`src/rtl/credit_counter.sv`:
```
// Coin/credit accounting: synchronised + debounced switches, saturating credit count, start pulse FSM.
// Optional coin meter drive enabled by defining CREDIT_METER_EN.
module credit_counter #(
  parameter int unsigned DEBOUNCE_CYCLES    = 65536,
  parameter int unsigned CREDIT_MAX         = 15,
  parameter int unsigned START_PULSE_CYCLES = 1024,
  parameter int unsigned METER_CYCLES       = 2097152
) (
  input  logic       CLK_DRV,
  input  logic       RESET_N,
  input  logic       COIN1_N,
  input  logic       COIN2_N,
  input  logic       START1_N,
  input  logic       START2_N,
  input  logic       BONUS_COIN,
  input  logic       ATTRACT_N,
  input  logic       COIN_MODE,
  output logic [3:0] CREDIT,
  output logic       CREDIT_LAMP1,
  output logic       CREDIT_LAMP2,
  output logic       START_GAME1_N,
  output logic       PLAYERS2,
  output logic       COIN_METER
);

  localparam int unsigned NSW   = 4;
  localparam int unsigned DB_W  = $clog2(DEBOUNCE_CYCLES + 1);
  localparam int unsigned SP_W  = $clog2(START_PULSE_CYCLES + 1);
  localparam int unsigned NET_W = 6;
  localparam logic signed [NET_W-1:0] NET_MAX = NET_W'(CREDIT_MAX);

  typedef enum logic [1:0] {ST_IDLE, ST_PULSE, ST_HOLD} st_e;

  logic [NSW-1:0]  sw_raw, sw_s1, sw_s2, sw_acc, sw_acc_d, sw_fall;
  logic [DB_W-1:0] db_cnt [NSW];
  logic [1:0]      ctl_s1, ctl_s2;
  logic            bonus_d, bonus_ev, attr_s;
  logic            c1_ev, c2_ev, s1_ev, s2_ev;
  logic [1:0]      coin_cnt, credited, cost;
  logic [2:0]      half_sum;
  logic            half, half_nxt, take1, take2, start_ok;
  logic signed [NET_W-1:0] net;
  logic [3:0]      credit_nxt;
  st_e             st, st_nxt;
  logic [SP_W-1:0] sp_cnt, sp_cnt_nxt;

  assign sw_raw = {START2_N, START1_N, COIN2_N, COIN1_N};

  // Two-flop synchronisers; switches idle high, bonus/attract flops clear to 0
  always_ff @(posedge CLK_DRV or negedge RESET_N) begin
    if (!RESET_N) begin
      sw_s1   <= '1;
      sw_s2   <= '1;
      ctl_s1  <= '0;
      ctl_s2  <= '0;
      bonus_d <= 1'b0;
    end else begin
      sw_s1   <= sw_raw;
      sw_s2   <= sw_s1;
      ctl_s1  <= {ATTRACT_N, BONUS_COIN};
      ctl_s2  <= ctl_s1;
      bonus_d <= ctl_s2[0];
    end
  end

  // Debounce: accept a new level only after DEBOUNCE_CYCLES consecutive mismatches
  always_ff @(posedge CLK_DRV or negedge RESET_N) begin
    if (!RESET_N) begin
      sw_acc   <= '1;
      sw_acc_d <= '1;
      for (int i = 0; i < NSW; i++) db_cnt[i] <= '0;
    end else begin
      sw_acc_d <= sw_acc;
      for (int i = 0; i < NSW; i++) begin
        if (sw_s2[i] != sw_acc[i]) begin
          if (db_cnt[i] == DB_W'(DEBOUNCE_CYCLES - 1)) begin
            sw_acc[i] <= sw_s2[i];
            db_cnt[i] <= '0;
          end else begin
            db_cnt[i] <= db_cnt[i] + DB_W'(1);
          end
        end else begin
          db_cnt[i] <= '0;
        end
      end
    end
  end

  assign sw_fall  = sw_acc_d & ~sw_acc;
  assign c1_ev    = sw_fall[0];
  assign c2_ev    = sw_fall[1];
  assign s1_ev    = sw_fall[2];
  assign s2_ev    = sw_fall[3];
  assign bonus_ev = ctl_s2[0] & ~bonus_d;
  assign attr_s   = ctl_s2[1];

  // Same-cycle credit arithmetic; start eligibility is judged on the pre-update count
  always_comb begin
    coin_cnt = {1'b0, c1_ev} + {1'b0, c2_ev};
    half_sum = {1'b0, coin_cnt} + {2'b00, half};
    if (COIN_MODE) begin
      credited = half_sum[2:1];
      half_nxt = half_sum[0];
    end else begin
      credited = coin_cnt;
      half_nxt = half;
    end
    start_ok = ~attr_s & (st == ST_IDLE);
    take2    = start_ok & s2_ev & (CREDIT >= 4'd2);
    take1    = start_ok & ~take2 & s1_ev & (CREDIT >= 4'd1);
    cost     = take2 ? 2'd2 : (take1 ? 2'd1 : 2'd0);
    net      = $signed({2'b00, CREDIT}) + $signed({4'b0000, credited})
             + $signed({5'b00000, bonus_ev}) - $signed({4'b0000, cost});
    if (net < 0)             credit_nxt = 4'd0;
    else if (net > NET_MAX)  credit_nxt = 4'(CREDIT_MAX);
    else                     credit_nxt = net[3:0];
  end

  always_ff @(posedge CLK_DRV or negedge RESET_N) begin
    if (!RESET_N) begin
      CREDIT   <= 4'd0;
      half     <= 1'b0;
      PLAYERS2 <= 1'b0;
    end else begin
      CREDIT <= credit_nxt;
      half   <= half_nxt;
      if (take2)      PLAYERS2 <= 1'b1;
      else if (take1) PLAYERS2 <= 1'b0;
    end
  end

  assign CREDIT_LAMP1 = (CREDIT >= 4'd1) & ~attr_s;
  assign CREDIT_LAMP2 = (CREDIT >= 4'd2) & ~attr_s;

  // Start FSM: state register
  always_ff @(posedge CLK_DRV or negedge RESET_N) begin
    if (!RESET_N) begin
      st     <= ST_IDLE;
      sp_cnt <= '0;
    end else begin
      st     <= st_nxt;
      sp_cnt <= sp_cnt_nxt;
    end
  end

  // Start FSM: next state; HOLD waits for the game to leave attract mode
  always_comb begin
    st_nxt     = st;
    sp_cnt_nxt = sp_cnt;
    case (st)
      ST_IDLE: begin
        if (take1 | take2) begin
          st_nxt     = ST_PULSE;
          sp_cnt_nxt = SP_W'(START_PULSE_CYCLES - 1);
        end
      end
      ST_PULSE: begin
        if (sp_cnt == '0) st_nxt = ST_HOLD;
        else              sp_cnt_nxt = sp_cnt - SP_W'(1);
      end
      ST_HOLD: begin
        if (attr_s) st_nxt = ST_IDLE;
      end
      default: st_nxt = ST_IDLE;
    endcase
  end

  // Start FSM: outputs (decoded from the state register, so glitch-free and async-reset high)
  always_comb begin
    START_GAME1_N = 1'b1;
    if (st == ST_PULSE) START_GAME1_N = 1'b0;
  end

`ifdef CREDIT_METER_EN
  localparam int unsigned MT_W = $clog2(METER_CYCLES + 1);

  typedef enum logic [1:0] {MT_IDLE, MT_HIGH, MT_LOW} mt_e;

  mt_e             mt_st, mt_nxt;
  logic [MT_W-1:0] mt_cnt, mt_cnt_nxt;
  logic [2:0]      pend, pend_nxt;
  logic [3:0]      pend_sum;
  logic            mt_dec;

  always_ff @(posedge CLK_DRV or negedge RESET_N) begin
    if (!RESET_N) begin
      mt_st  <= MT_IDLE;
      mt_cnt <= '0;
      pend   <= 3'd0;
    end else begin
      mt_st  <= mt_nxt;
      mt_cnt <= mt_cnt_nxt;
      pend   <= pend_nxt;
    end
  end

  // Every coin event (before halving) is metered; one pending count retires per high/low pair
  always_comb begin
    mt_nxt     = mt_st;
    mt_cnt_nxt = mt_cnt;
    mt_dec     = (mt_st == MT_LOW) && (mt_cnt == '0);
    pend_sum   = {1'b0, pend} + {2'b00, coin_cnt} - {3'b000, mt_dec};
    pend_nxt   = (pend_sum > 4'd7) ? 3'd7 : pend_sum[2:0];
    case (mt_st)
      MT_IDLE: begin
        if (pend != 3'd0) begin
          mt_nxt     = MT_HIGH;
          mt_cnt_nxt = MT_W'(METER_CYCLES - 1);
        end
      end
      MT_HIGH: begin
        if (mt_cnt == '0) begin
          mt_nxt     = MT_LOW;
          mt_cnt_nxt = MT_W'(METER_CYCLES - 1);
        end else begin
          mt_cnt_nxt = mt_cnt - MT_W'(1);
        end
      end
      MT_LOW: begin
        if (mt_cnt == '0) begin
          if (pend_nxt != 3'd0) begin
            mt_nxt     = MT_HIGH;
            mt_cnt_nxt = MT_W'(METER_CYCLES - 1);
          end else begin
            mt_nxt = MT_IDLE;
          end
        end else begin
          mt_cnt_nxt = mt_cnt - MT_W'(1);
        end
      end
      default: mt_nxt = MT_IDLE;
    endcase
  end

  always_comb begin
    COIN_METER = 1'b0;
    if (mt_st == MT_HIGH) COIN_METER = 1'b1;
  end
`else
  assign COIN_METER = 1'b0;
`endif

endmodule
```
`config.mk`:
```
export PLATFORM = sky130hd
export DESIGN_NAME = credit_counter
export DESIGN_NICKNAME = d
export VERILOG_FILES = /design/src/rtl/credit_counter.sv
export SDC_FILE = /design/constraint.sdc
export NUM_CORES = 1
export LEC_CHECK = 0
export ABC_AREA = 1
export CAP_MARGIN = 10
export CORE_MARGIN = 8
export CORE_UTILIZATION = 50
export CTS_BUF_LIST = sky130_fd_sc_hd__clkbuf_8
export CTS_CLUSTER_SIZE = 28
export DETAILED_ROUTE_END_ITERATION = 10
export HOLD_SLACK_MARGIN = 0.02
export PLACE_DENSITY = 0.8
export SKIP_LAST_GASP = 1
export SLEW_MARGIN = 5
export SYNTH_ARGS = -nofsm -noshare
export SYNTH_HDL_FRONTEND = slang
export SYNTH_SLANG_ARGS = --single-unit
```
`constraint.sdc`:
```
create_clock -name CLK_DRV -period 3.07 [get_ports CLK_DRV]
set_input_delay 0.4605 -clock CLK_DRV [delete_from_list [all_inputs] [get_ports CLK_DRV]]
set_output_delay 0.4605 -clock CLK_DRV [all_outputs]
set_load 0.05 [all_outputs]
```
# After elaboration in Yosys (flattened, before gate mapping)
# Cells that the tools add are included.
# totals
register_bits,108
latch_bits,0
mem_bits_rw,0
rom_bits,0
input_bits,9
output_inout_bits,9
elab_cells,95
mem_count,0
# classes
addsub,10
mul,0
div,0
order_cmp,4
eq_ne,14
n_shift,0
n_mux,23
n_bitwise,15
reduce_logical,10
# ops
operator,n
$mux W17,8
$add A17 B1 Y17 const B,4
$eq A17 B16 Y1 const B,4
$mux W11,2
$pmux W11 S2,1
$logic_not A11 Y1,1
$sub A11 B1 Y11 const B,1
$mux W2,5
$and A1 B1 Y1,9
$mux W4,2
$reduce_and A2 Y1,4
$add A5 B1 Y6,1
$gt A6 B5 Y1 const B,1
$lt A6 B1 Y1 const B,1
$ne A2 B2 Y1 const B,3
$pmux W2 S3,1
$reduce_and A3 Y1,2
$sub A6 B3 Y6,1
$add A4 B2 Y5,1
$and A4 B4 Y4,1
$ge A4 B1 Y1 const B,1
$ge A4 B2 Y1 const B,1
$mux W1,4
$ne A1 B1 Y1,4
other kinds (10),13

# Depth between registers and ports, before layout
# logic_depth
word_depth,14
depth_mapped,14
ltp_nobuf,14

# Worst setup path before layout
# Ideal clock, no wire load.
# synth_timing
kind,register -> register
startpoint,register CREDIT[2]
endpoint,register CREDIT[0]
setup_time_ns,0.140
arrival_time_ns,3.025
required_time_ns,2.930
path_slack_ns,-0.094
stages_incl_launch_ff,15
path_buffers,0
synth_period_minus_slack_ns,3.164
cell_sequence,dfrtp_1 > inv_1 > ha_1 > nand2_2 > nand3_2 > nor2_4 > nor3_1 > ha_1 > inv_1 > fa_1 > fa_1 > nand3_1 > nand2_1 > xor2_1 > a21oi_1
# synth_between
elab_chain_cells,12
elab_cells_between_ends,16
classes_between,3 x add/sub; 4 x order compare; 4 x mux; 5 x bitwise
# synth_rtl
element,line_no,rtl
from (decl),18,"output logic [3:0] CREDIT,"
from (signal assigned),125,CREDIT <= credit_nxt;
$ge A4 B2 Y1 (*),109,take2 = start_ok & s2_ev & (CREDIT >= 4'd2);
$and A1 B1 Y1 (*),109,
net take2,41,"logic half, half_nxt, take1, take2, start_ok;"
$not A1 Y1,110,take1 = start_ok & ~take2 & s1_ev & (CREDIT >= 4'd1);
$and A1 B1 Y1 (3 in series),110,
$mux W1,111,cost = take2 ? 2'd2 : (take1 ? 2'd1 : 2'd0);
$mux W2 (*),111,
$sub A6 B3 Y6 (*),113,"+ $signed({5'b00000, bonus_ev}) - $signed({4'b0000, cost});"
$gt A6 B5 Y1,115,else if (net > NET_MAX) credit_nxt = 4'(CREDIT_MAX);
$mux W4,115,
$mux W4 (*),114,if (net < 0) credit_nxt = 4'd0;
net credit_nxt[0],43,logic [3:0] credit_nxt;
# Mark *: on every way through the listed nets, which the timed path passes. The rest lies on a longest branch.
# A chain may end at the register's enable or synchronous reset.

# Worst setup path after layout
# layout_timing
startpoint,register sw_acc[0]
endpoint,register CREDIT[2]
# layout_between
elab_chain_cells,11
elab_cells_between_ends,12
classes_between,5 x add/sub; 2 x order compare; 3 x mux; 2 x bitwise
# layout_rtl
element,line_no,rtl
from (decl),34,"logic [NSW-1:0] sw_raw, sw_s1, sw_s2, sw_acc, sw_acc_d, sw_fall;"
"from (signal, indexed assignment)",77,sw_acc[i] <= sw_s2[i];
$not A4 Y4 (*),89,assign sw_fall = sw_acc_d & ~sw_acc;
$and A4 B4 Y4 (*),89,
$add A1 B1 Y2 (*),99,"coin_cnt = {1'b0, c1_ev} + {1'b0, c2_ev};"
$add A2 B1 Y3,100,"half_sum = {1'b0, coin_cnt} + {2'b00, half};"
$mux W2 (*),101,if (COIN_MODE) begin
$add A4 B2 Y5 (*),112,"net = $signed({2'b00, CREDIT}) + $signed({4'b0000, credited})"
$add A5 B1 Y6 (*),113,
$sub A6 B3 Y6 (*),113,
$gt A6 B5 Y1,115,
$mux W4,115,
$mux W4 (*),114,
net credit_nxt[2],43,
# Marks and branches as above.

==> impl_metrics.env <==
export IMPL_outcome="completed"
export IMPL_final_layout_size_suffix_gt1_frac=0.141
export IMPL_antenna_cells=0
export IMPL_sequential_cell_area_mm2=0.00273
export IMPL_placedCellCount=807
export IMPL_yosysWarningCount=0
export IMPL_worst_hold_slack_ps=141
export IMPL_h_tree_depth=3
export IMPL_reg2reg_depth=14
export IMPL_timing_worst_setup_path_type="reg2reg"
export IMPL_ant_nets=0
export IMPL_share_comb_of_total_power=0.214
export IMPL_post_synth_cell_types=29
export IMPL_layout_cell_area_non_filler_mm2=0.00616
export IMPL_die_area_mm2=0.0147
export IMPL_track_usage=0.143
export IMPL_max_cap_violation_count=0
export IMPL_drc_errors=0
export IMPL_synthDominantAreaCellType="sky130_fd_sc_hd__dfrtp_1"
export IMPL_switching_share=0.303
export IMPL_fp_dieH_um=121
export IMPL_numCtsBuffers=9
export IMPL_synthMostInstantiatedCell="sky130_fd_sc_hd__nand2_1"
export IMPL_crit_path_start_kind="register"
export IMPL_hold_buffers=0
export IMPL_maxSlewViolCount=0
export IMPL_p_seq_frac=0.504
export IMPL_via_count_of_the_first_global_routing_pass=3990
export IMPL_achievable_frequency_mhz=333
export IMPL_first_pass_iteration_count_of_the_detailed_router=4
export IMPL_postSynthCellCount=653
export IMPL_synth_area_mm2=0.00552
export IMPL_p_r_area_growth_vs_syn_pct=11.7
export IMPL_synth_seq_cells=108
export IMPL_clockBufferDepth=2
export IMPL_place_detailed_hpwl_um=7230
export IMPL_boundaryPins=18
export IMPL_grt_overflow=0
export IMPL_part_of_the_total_power_dissipated_in_the_clock_network=0.282
export IMPL_drt_wl_total_um=10100
export IMPL_hold_path_class="in2async"
export IMPL_tightest_slew_ps=717
export IMPL_r2r_end="CREDIT[2]"
export IMPL_min_period_ps=3000
export IMPL_num_rows=38
export IMPL_setup_slack_reg_to_reg_ps=70
export IMPL_path_clk_slew_ps=90
export IMPL_post_synth_cell_area_avg_um2=8.45
export IMPL_synth_common_cells="sky130_fd_sc_hd__nand2_1, sky130_fd_sc_hd__nor2_1, sky130_fd_sc_hd__dfrtp_1"
export IMPL_setup_skew_ps=7.95
export IMPL_power_density_mw_per_mm2=492
export IMPL_avgViaCountPerCell=5.02
export IMPL_cell_internal_pwr_mw=2.11
export IMPL_chipWidth_um=121
export IMPL_clk_root_buffer_cell="sky130_fd_sc_hd__clkbuf_8"
export IMPL_number_of_antenna_violations_at_the_first_check_in_global_routing=0
export IMPL_grt_pass1_wl_um=17300
export IMPL_synth_nets=680
export IMPL_finish_net_count=709
export IMPL_routed_via_count=4155
export IMPL_async_flop_share=1.00
export IMPL_finalNonFillerCells=827
export IMPL_crit_path_end_kind="register"
export IMPL_route_detailed_wl_per_inst_um=12.2
export IMPL_yosysSeqAreaShare=0.493
export IMPL_power_leakage_nw=2.73
export IMPL_placer_s_final_routability_congestion_estimate=0.858
export IMPL_multiInputGateArea_mm2=0.00260
export IMPL_post_synth_main_area_contributors="sky130_fd_sc_hd__dfrtp_1, sky130_fd_sc_hd__nand2_1, sky130_fd_sc_hd__nor2_1"
export IMPL_numClockSinks=108
export IMPL_ir_drop_mv=0.541
export IMPL_tritoncts="yes"
export IMPL_post_route_worst_setup_slack_ps=68.1
export IMPL_numPortBuffers=16
export IMPL_initial_utilization=0.511
export IMPL_fill_cells=943
export IMPL_core_area_mm2=0.0108
export IMPL_detail_route_iter0_violations=202
export IMPL_power_net_switching_uw=920
export IMPL_dpl_cell_area_mm2=0.00584
export IMPL_post_synth_top_area_fraction=0.417
export IMPL_synth_edf_count=0
export IMPL_worstSkewPairLatency_ps=370
export IMPL_crit_arrival_ps=3250
export IMPL_path_max_fanout=4
export IMPL_detailedPlace_worstSlack_ps=-163
export IMPL_post_route_fraction_of_the_period_consumed_by_the_critical_path=0.978
export IMPL_synth_main_ff_cell="sky130_fd_sc_hd__dfrtp_1"
export IMPL_critical_path_required_ps=3320
export IMPL_final_hold_violating_endpoints=0
export IMPL_setup_violation_total_in_the_final_timing_report=0
export IMPL_slew_headroom=0.522
export IMPL_grt_start_max_net_pins=59
export IMPL_r2r_start="sw_acc[0]"
-- critical path, cell delays in order, from the launching register on --
cell and delay (ps):
sky130_fd_sc_hd__dfstp_2 540, sky130_fd_sc_hd__inv_1 60, sky130_fd_sc_hd__nand2_2 80, sky130_fd_sc_hd__inv_2 50
sky130_fd_sc_hd__ha_4 250, sky130_fd_sc_hd__ha_2 200, sky130_fd_sc_hd__ha_4 140, sky130_fd_sc_hd__mux2i_2 70
sky130_fd_sc_hd__fa_1 560, sky130_fd_sc_hd__inv_2 50, sky130_fd_sc_hd__fa_2 390, sky130_fd_sc_hd__nand3_2 80
sky130_fd_sc_hd__nand2_2 90, sky130_fd_sc_hd__xor2_4 240, sky130_fd_sc_hd__a21oi_2 80
-- state kept, by name (all words and copies together), names as in the netlist --
register	count
sw_s1	4
ctl_s2	2
db_cnt	68
sw_s2	4
sw_acc_d	4
bonus_d	1
CREDIT	4
ctl_s1	2
sw_acc	4
PLAYERS2	1
half	1
sp_cnt	11
st	2
-- worst max path at each step --
stage                     end  depth (start not counted)      start
floorplan           CREDIT[2]                         14  CREDIT[2]
global placement    CREDIT[1]                         14  sw_acc[0]
detailed placement  CREDIT[3]                         14  sw_acc[0]
CTS                 CREDIT[3]                         14  sw_acc[0]
global route        CREDIT[3]                         14  sw_acc[0]
finish              CREDIT[2]                         14  sw_acc[0]
-- through the flow --
step	power [mW]	TNS, ps	util
final	3.03	0	0.571
after global routing	3.17	-118	0.571
after CTS	2.96	0	0.562
after detailed placement	2.06	-629	0.542
after global placement	2.03	0	0.542
after floorplan	1.90	0	-
-- placed cells by master (no fill, tap or decap), drive strengths merged, types with 2 or more instances in the layout --
| cell type | n |
|---|---|
| nand2 | 158 |
| nor2 | 153 |
| dfrtp | 92 |
| inv | 71 |
| nand3 | 47 |
| xor2 | 31 |
| dfstp | 16 |
| xnor2 | 15 |
| clkdlybuf4s50 | 15 |
| ha | 14 |
| o21ai | 10 |
| clkbuf | 10 |
| a21oi | 9 |
| nor3 | 7 |
| nand4 | 7 |
| o21bai | 7 |
| buf | 6 |
| nor3b | 4 |
| fa | 4 |
| nand3b | 2 |
| or2 | 2 |
| clkinv | 2 |
| a21boi | 2 |
-- cell families (layout without fill, tap and decap cells) --
| group | Yosys count | in the layout | synth area share |
|---|---|---|---|
| buffers and inverters | 71 | 105 | 0.0517 |
| multiplexers | 1 | 1 | 0.00181 |
| other | 1 | 1 | 0.000679 |
| AO/OA/AOI/OAI | 28 | 28 | 0.0295 |
| flip-flops | 108 | 108 | 0.493 |
| XOR/XNOR | 46 | 46 | 0.0730 |
| AND/OR/NAND/NOR | 380 | 380 | 0.304 |
| adder cells (fa/ha/maj) | 18 | 18 | 0.0462 |
-- layer usage --
metal	vias to the layer above	GRT usage	wire, µm
li1	2077	-	-
met1	1993	0.174	4530
met2	70	0.238	4960
met3	15	0.0354	396
met4	0	0.0593	173
met5	-	0	0
-- power by group through the flow --
stage	sequential (mW)	clock [mW]	combinational (mW)
finish	1.53	0.854	0.648
CTS	1.52	0.878	0.558
detailed placement	1.55	0	0.511
global route	1.54	0.935	0.699
global placement	1.55	0	0.481
floorplan	1.62	0	0.273
-- timing repair --
item	in CTS	in global routing
gates resized for setup	7	14
setup buffers	1	3
pin swaps	3	8
setup endpoints to repair	4	4
-- area by class of cell --
| class | instances | share of cell area |
|---|---|---|
| multi-input cells | 474 | 0.422 |
| repair buffers | 21 | 0.0337 |
| well taps | 140 | 0.0284 |
| flip-flops and latches | 108 | 0.442 |
| clock buffers | 10 | 0.0223 |
| inverters | 68 | 0.0414 |
| clock inverters | 6 | 0.00954 |
Power figures use the tool's default switching activity.
